[src/rtl/mem_dma_copy_pkg.sv]
// Shared types and constants for the word-copy DMA engine.
package mem_dma_copy_pkg;

   typedef enum logic [1:0] {
      S_IDLE = 2'd0,
      S_RD   = 2'd1,
      S_WR   = 2'd2,
      S_FIN  = 2'd3
   } state_e;

   localparam logic [1:0] ST_OK      = 2'b00;
   localparam logic [1:0] ST_ABORT   = 2'b01;
   localparam logic [1:0] ST_TIMEOUT = 2'b10;

   localparam logic [3:0] WSTRB_FULL = 4'hF;

endpackage

[src/rtl/mem_dma_copy.sv]
// Word-by-word memory copy engine driving a native valid/ready memory bus.
// Alternates read and write transactions until done, aborted or timed out.
module mem_dma_copy
   import mem_dma_copy_pkg::*;
#(
   parameter int LEN_W    = 16,
   parameter int MAX_WAIT = 1024
) (
   input  logic             clk,
   input  logic             reset,
   input  logic             start,
   input  logic             abort,
   input  logic [31:0]      src_addr,
   input  logic [31:0]      dst_addr,
   input  logic [LEN_W-1:0] len_words,
   output logic             busy,
   output logic             done,
   output logic [1:0]       status,
   output logic [LEN_W-1:0] words_done,
   output logic             mem_valid,
   output logic             mem_instr,
   output logic [31:0]      mem_addr,
   output logic [31:0]      mem_wdata,
   output logic [3:0]       mem_wstrb,
   input  logic             mem_ready,
   input  logic [31:0]      mem_rdata
);

   localparam int WAIT_W = $clog2(MAX_WAIT + 1);
   localparam logic [WAIT_W-1:0] WAIT_LAST = WAIT_W'(MAX_WAIT - 1);

   state_e            state_q, state_d;
   logic [31:0]       src_q, src_d;
   logic [31:0]       dst_q, dst_d;
   logic [31:0]       data_q, data_d;
   logic [LEN_W-1:0]  len_q, len_d;
   logic [LEN_W-1:0]  cnt_q, cnt_d;
   logic [1:0]        status_q, status_d;
   logic              abort_q, abort_d;
   logic [WAIT_W-1:0] wait_q, wait_d;

   always_comb begin
      state_d  = state_q;
      src_d    = src_q;
      dst_d    = dst_q;
      data_d   = data_q;
      len_d    = len_q;
      cnt_d    = cnt_q;
      status_d = status_q;
      abort_d  = abort_q;
      wait_d   = wait_q;
      case (state_q)
         S_IDLE: begin
            if (start) begin
               src_d    = src_addr & ~32'h3;
               dst_d    = dst_addr & ~32'h3;
               len_d    = len_words;
               cnt_d    = '0;
               status_d = ST_OK;
               abort_d  = 1'b0;
               wait_d   = '0;
               state_d  = (len_words == '0) ? S_FIN : S_RD;
            end
         end
         S_RD, S_WR: begin
            if (abort) abort_d = 1'b1;
            if (mem_ready) begin
               wait_d = '0;
               if (state_q == S_RD) begin
                  data_d  = mem_rdata;
                  state_d = S_WR;
               end else begin
                  src_d = src_q + 32'd4;
                  dst_d = dst_q + 32'd4;
                  cnt_d = cnt_q + LEN_W'(1);
                  // abort is honoured only at a word boundary
                  if (abort_q || abort) begin
                     status_d = ST_ABORT;
                     state_d  = S_FIN;
                  end else if (cnt_q + LEN_W'(1) == len_q) begin
                     state_d = S_FIN;
                  end else begin
                     state_d = S_RD;
                  end
               end
            end else if (wait_q == WAIT_LAST) begin
               wait_d   = '0;
               status_d = ST_TIMEOUT;
               state_d  = S_FIN;
            end else begin
               wait_d = wait_q + WAIT_W'(1);
            end
         end
         default: begin
            state_d = S_IDLE;
         end
      endcase
   end

   always_ff @(posedge clk or posedge reset) begin
      if (reset) begin
         state_q  <= S_IDLE;
         src_q    <= '0;
         dst_q    <= '0;
         data_q   <= '0;
         len_q    <= '0;
         cnt_q    <= '0;
         status_q <= ST_OK;
         abort_q  <= 1'b0;
         wait_q   <= '0;
      end else begin
         state_q  <= state_d;
         src_q    <= src_d;
         dst_q    <= dst_d;
         data_q   <= data_d;
         len_q    <= len_d;
         cnt_q    <= cnt_d;
         status_q <= status_d;
         abort_q  <= abort_d;
         wait_q   <= wait_d;
      end
   end

   // bus outputs decode from registered state so they stay put while waiting
   assign mem_valid  = (state_q == S_RD) || (state_q == S_WR);
   assign mem_instr  = 1'b0;
   assign mem_addr   = (state_q == S_RD) ? src_q :
                       (state_q == S_WR) ? dst_q : 32'h0;
   assign mem_wdata  = (state_q == S_WR) ? data_q : 32'h0;
   assign mem_wstrb  = (state_q == S_WR) ? WSTRB_FULL : 4'h0;
   assign busy       = (state_q != S_IDLE);
   assign done       = (state_q == S_FIN);
   assign status     = status_q;
   assign words_done = cnt_q;

endmodule

[config.mk]
export PLATFORM = sky130hd
export DESIGN_NAME = mem_dma_copy
export DESIGN_NICKNAME = d
export VERILOG_FILES = /design/src/rtl/mem_dma_copy_pkg.sv /design/src/rtl/mem_dma_copy.sv
export SDC_FILE = /design/constraint.sdc
export NUM_CORES = 1
export LEC_CHECK = 0
export ABC_AREA = 1
export CORE_UTILIZATION = 51
export DETAILED_ROUTE_END_ITERATION = 10
export GPL_TIMING_DRIVEN = 0
export PLACE_DENSITY = 0.79
export SYNTH_ARGS = -nofsm -noshare
export SYNTH_HDL_FRONTEND = slang
export SYNTH_SLANG_ARGS = --single-unit
[constraint.sdc]
create_clock -name clk -period 6 [get_ports clk]
set_input_delay 0.9 -clock clk [delete_from_list [all_inputs] [get_ports clk]]
set_output_delay 0.9 -clock clk [all_outputs]
set_load 0.03 [all_outputs]
==> impl_metrics.env <==
export IMPL_status="complete, no violations"
export IMPL_netlist_instances=1170
export IMPL_vias_per_cell=5.603
export IMPL_grt_pass1_wl_um=46440
export IMPL_ys_types=47
export IMPL_drt_first_pass_iters=8
export IMPL_cts_resized=0
export IMPL_timing_setup_tns_ns=0
export IMPL_worstReg2RegStart="state_q[1]$_DFFE_PP0P_"
export IMPL_layout_commonest_cell="nand2_1"
export IMPL_path_class="reg -> out"
export IMPL_drt_iter0_drc=998
export IMPL_hold_viol_final=0
export IMPL_grt_total_usage_pct=34.64
export IMPL_drive_gt1_share_pct=8.974
export IMPL_ios=207
export IMPL_nNetsFinal=1516
export IMPL_required_ns=5.10
export IMPL_start_util_pct=52.22
export IMPL_clock_sinks=140
export IMPL_avgRoutedWirePerCell_um=18.21
export IMPL_final_max_slew_viol_count=0
export IMPL_syn_to_final_growth_pct=33.07
export IMPL_yosys_warnings=0
export IMPL_grt_ovfl_total=0
export IMPL_yosysSeqAreaShare_pct=40.46
export IMPL_clk_latency_ns=0.44
export IMPL_h_tree_depth=4
export IMPL_cp_startpoint="state_q[0]$_DFFE_PP0P_"
export IMPL_rsz0062_at_grt="false"
export IMPL_worst_r2r_endpoint="src_q[15]$_DFFE_PP0P_"
export IMPL_synth_edf_count=0
export IMPL_fin_util_pct=69.49
export IMPL_hp_class="reg -> reg"
export IMPL_wl_met3_um=3208
export IMPL_dp_hpwl_um=21990
export IMPL_gp_congestion=0.9658
export IMPL_final_antenna_net_count=0
export IMPL_arrival_ns=3.41
export IMPL_routed_top_layer="met4"
export IMPL_cts_root_buf="clkbuf_16"
export IMPL_setup_viol=0
export IMPL_worstPathMaxFanout=10
export IMPL_clock_path_buffers=2
export IMPL_r2r_cells=7
export IMPL_placed_area_um2=10970
export IMPL_synth_ff_type="dfrtp_1"
export IMPL_m1WireLength_um=11960
export IMPL_critPathCaptureType="primary output"
export IMPL_die_h_um=132.3
export IMPL_numCtsBuffers=17
export IMPL_min_period_over_period_pct=71.90
export IMPL_power_leakage_uw=0.005293
export IMPL_fmax_mhz=231.8
export IMPL_drc_errors=0
export IMPL_final_area_um2=11520
export IMPL_maxCapViolCount=0
export IMPL_syn_cell_area_um2=8660
export IMPL_num_antenna_cells=0
export IMPL_max_slew_margin_rel_pct=45.87
export IMPL_core_area_um2=16580
export IMPL_fin_crit_ns=4.314
export IMPL_tightest_slew_ns=0.8120
export IMPL_whs_ns=0.4751
export IMPL_powerDensity_nw_per_um2=589.2
export IMPL_r2r_slack_ns=3.33
export IMPL_start_kind="flip-flop"
export IMPL_portBuffers=199
export IMPL_wl_met2_um=13230
export IMPL_cts_tree="built"
export IMPL_fp_dieArea_um2=17500
export IMPL_grt_antenna_before_repair=0
export IMPL_ctsHoldBuffers=0
export IMPL_post_cts_buffers=0
export IMPL_crit_end="mem_addr[9]"
export IMPL_floorplan_rows=47
export IMPL_hold_start="wait_q[10]$_DFFE_PP0P_"
export IMPL_final_cell_mix="nand2_1 (270), clkdlybuf4s50_1 (199), inv_1 (171)"
export IMPL_clk_pin_slew_ns=0.06
export IMPL_ir_drop_uv=433.2
export IMPL_synth_seq_cells=140
export IMPL_syn_area_per_cell_um2=7.401
export IMPL_async_reset_ff_share_pct=100.0
export IMPL_grt_pass1_vias=8882
export IMPL_vias=9099
export IMPL_drt_total_wl_um=29570
export IMPL_die_width_um=132.3
export IMPL_grt_max_degree=95
export IMPL_finalClockSkew_ns=0.006972
cell families after synthesis:
logic type / share of synthesized area (%)
compound gates: 14.95
xor+xnor: 2.124
buf+inv: 10.37
other cells: 0.04330
mux: 4.161
simple gates: 26.73
fa+ha+maj: 1.156
flops: 40.46
cell usage after synthesis, types with 3 or more instances:
master / n / area, um2
o211ai_1: 13 / 97.59
nor4_1: 10 / 62.56
nand3b_1: 5 / 37.54
xor2_1: 20 / 175.2
buf_1: 7 / 26.28
clkbuf_1: 27 / 101.4
mux2_2: 32 / 360.4
a21oi_1: 38 / 190.2
nor3b_1: 4 / 30.03
nand3_1: 64 / 320.3
nand4_1: 21 / 131.4
buf_2: 9 / 45.04
nor2_4: 6 / 67.56
ha_1: 8 / 100.1
dfrtp_1: 140 / 3503
nand3_2: 3 / 30.03
inv_2: 7 / 26.28
o22ai_1: 52 / 325.3
inv_1: 172 / 645.6
a22oi_1: 6 / 45.04
nor2_2: 11 / 68.82
nand2_1: 270 / 1013
o21ai_1: 12 / 60.06
nor2_1: 84 / 315.3
buf_4: 6 / 45.04
a31oi_1: 3 / 18.77
o21ai_0: 88 / 440.4
or2_2: 6 / 37.54
nor3_2: 5 / 50.05
nor3_1: 17 / 85.08
report_power, final:
part	switching, uW	total [uW]	internal (uW)
combinational	2700	4070	1370
sequential	331	1690	1360
clock	476	1020	546
how the worst min path moves through the flow:
stage	endpoint	cells past startpoint	slack, ns
finish	wait_q[10]$_DFFE_PP0P_	2	0.48
global route	wait_q[10]$_DFFE_PP0P_	2	0.50
CTS	wait_q[10]$_DFFE_PP0P_	2	0.47
detailed placement	wait_q[10]$_DFFE_PP0P_	2	0.45
global placement	wait_q[10]$_DFFE_PP0P_	2	0.45
floorplan	wait_q[10]$_DFFE_PP0P_	2	0.44
metrics by stage:
stage          setup slack [ns]  total power, uW  instances
2_1_floorplan             1.347             4199       1172
3_3_place_gp            -0.8105             5609       1591
3_5_place_dp              2.153             5678       1592
4_1_cts                   1.707             6714       1624
5_1_grt                   1.619             7196       1624
6_report                  1.686             6790       1624
cell type report:
class / instances / area, um2
fillers: 1403 / 5060
multi-input cells: 802 / 4265
flip-flops and latches: 140 / 3503
repair buffers: 200 / 2019
inverters: 181 / 685.7
clock buffers: 18 / 429.2
well taps: 220 / 275.3
plain buffers: 49 / 217.7
clock inverters: 14 / 127.6
critical path, cell delays in order, from the launching register on:
cell and delay (ns):
dfrtp_1 0.40, inv_1 0.10, ha_1 0.26, clkbuf_1 0.40
nand2_1 0.38, clkbuf_1 0.37, o22ai_1 0.31, clkdlybuf4s50_1 0.73
flip-flops by register name, summed over array words and instances (netlist names), 2 cells and up:
signal,count
words_done,16
dst_q,30
state_q,2
len_q,16
wait_q,11
src_q,30
status,2
data_q,32
routing by layer:
layer	vias to the layer above	track usage, %
met3	89	9.919
met2	515	53.03
met5	-	0
met1	4201	45.56
li1	4294	-
met4	0	15.71
(Power assumes the default switching activity.)
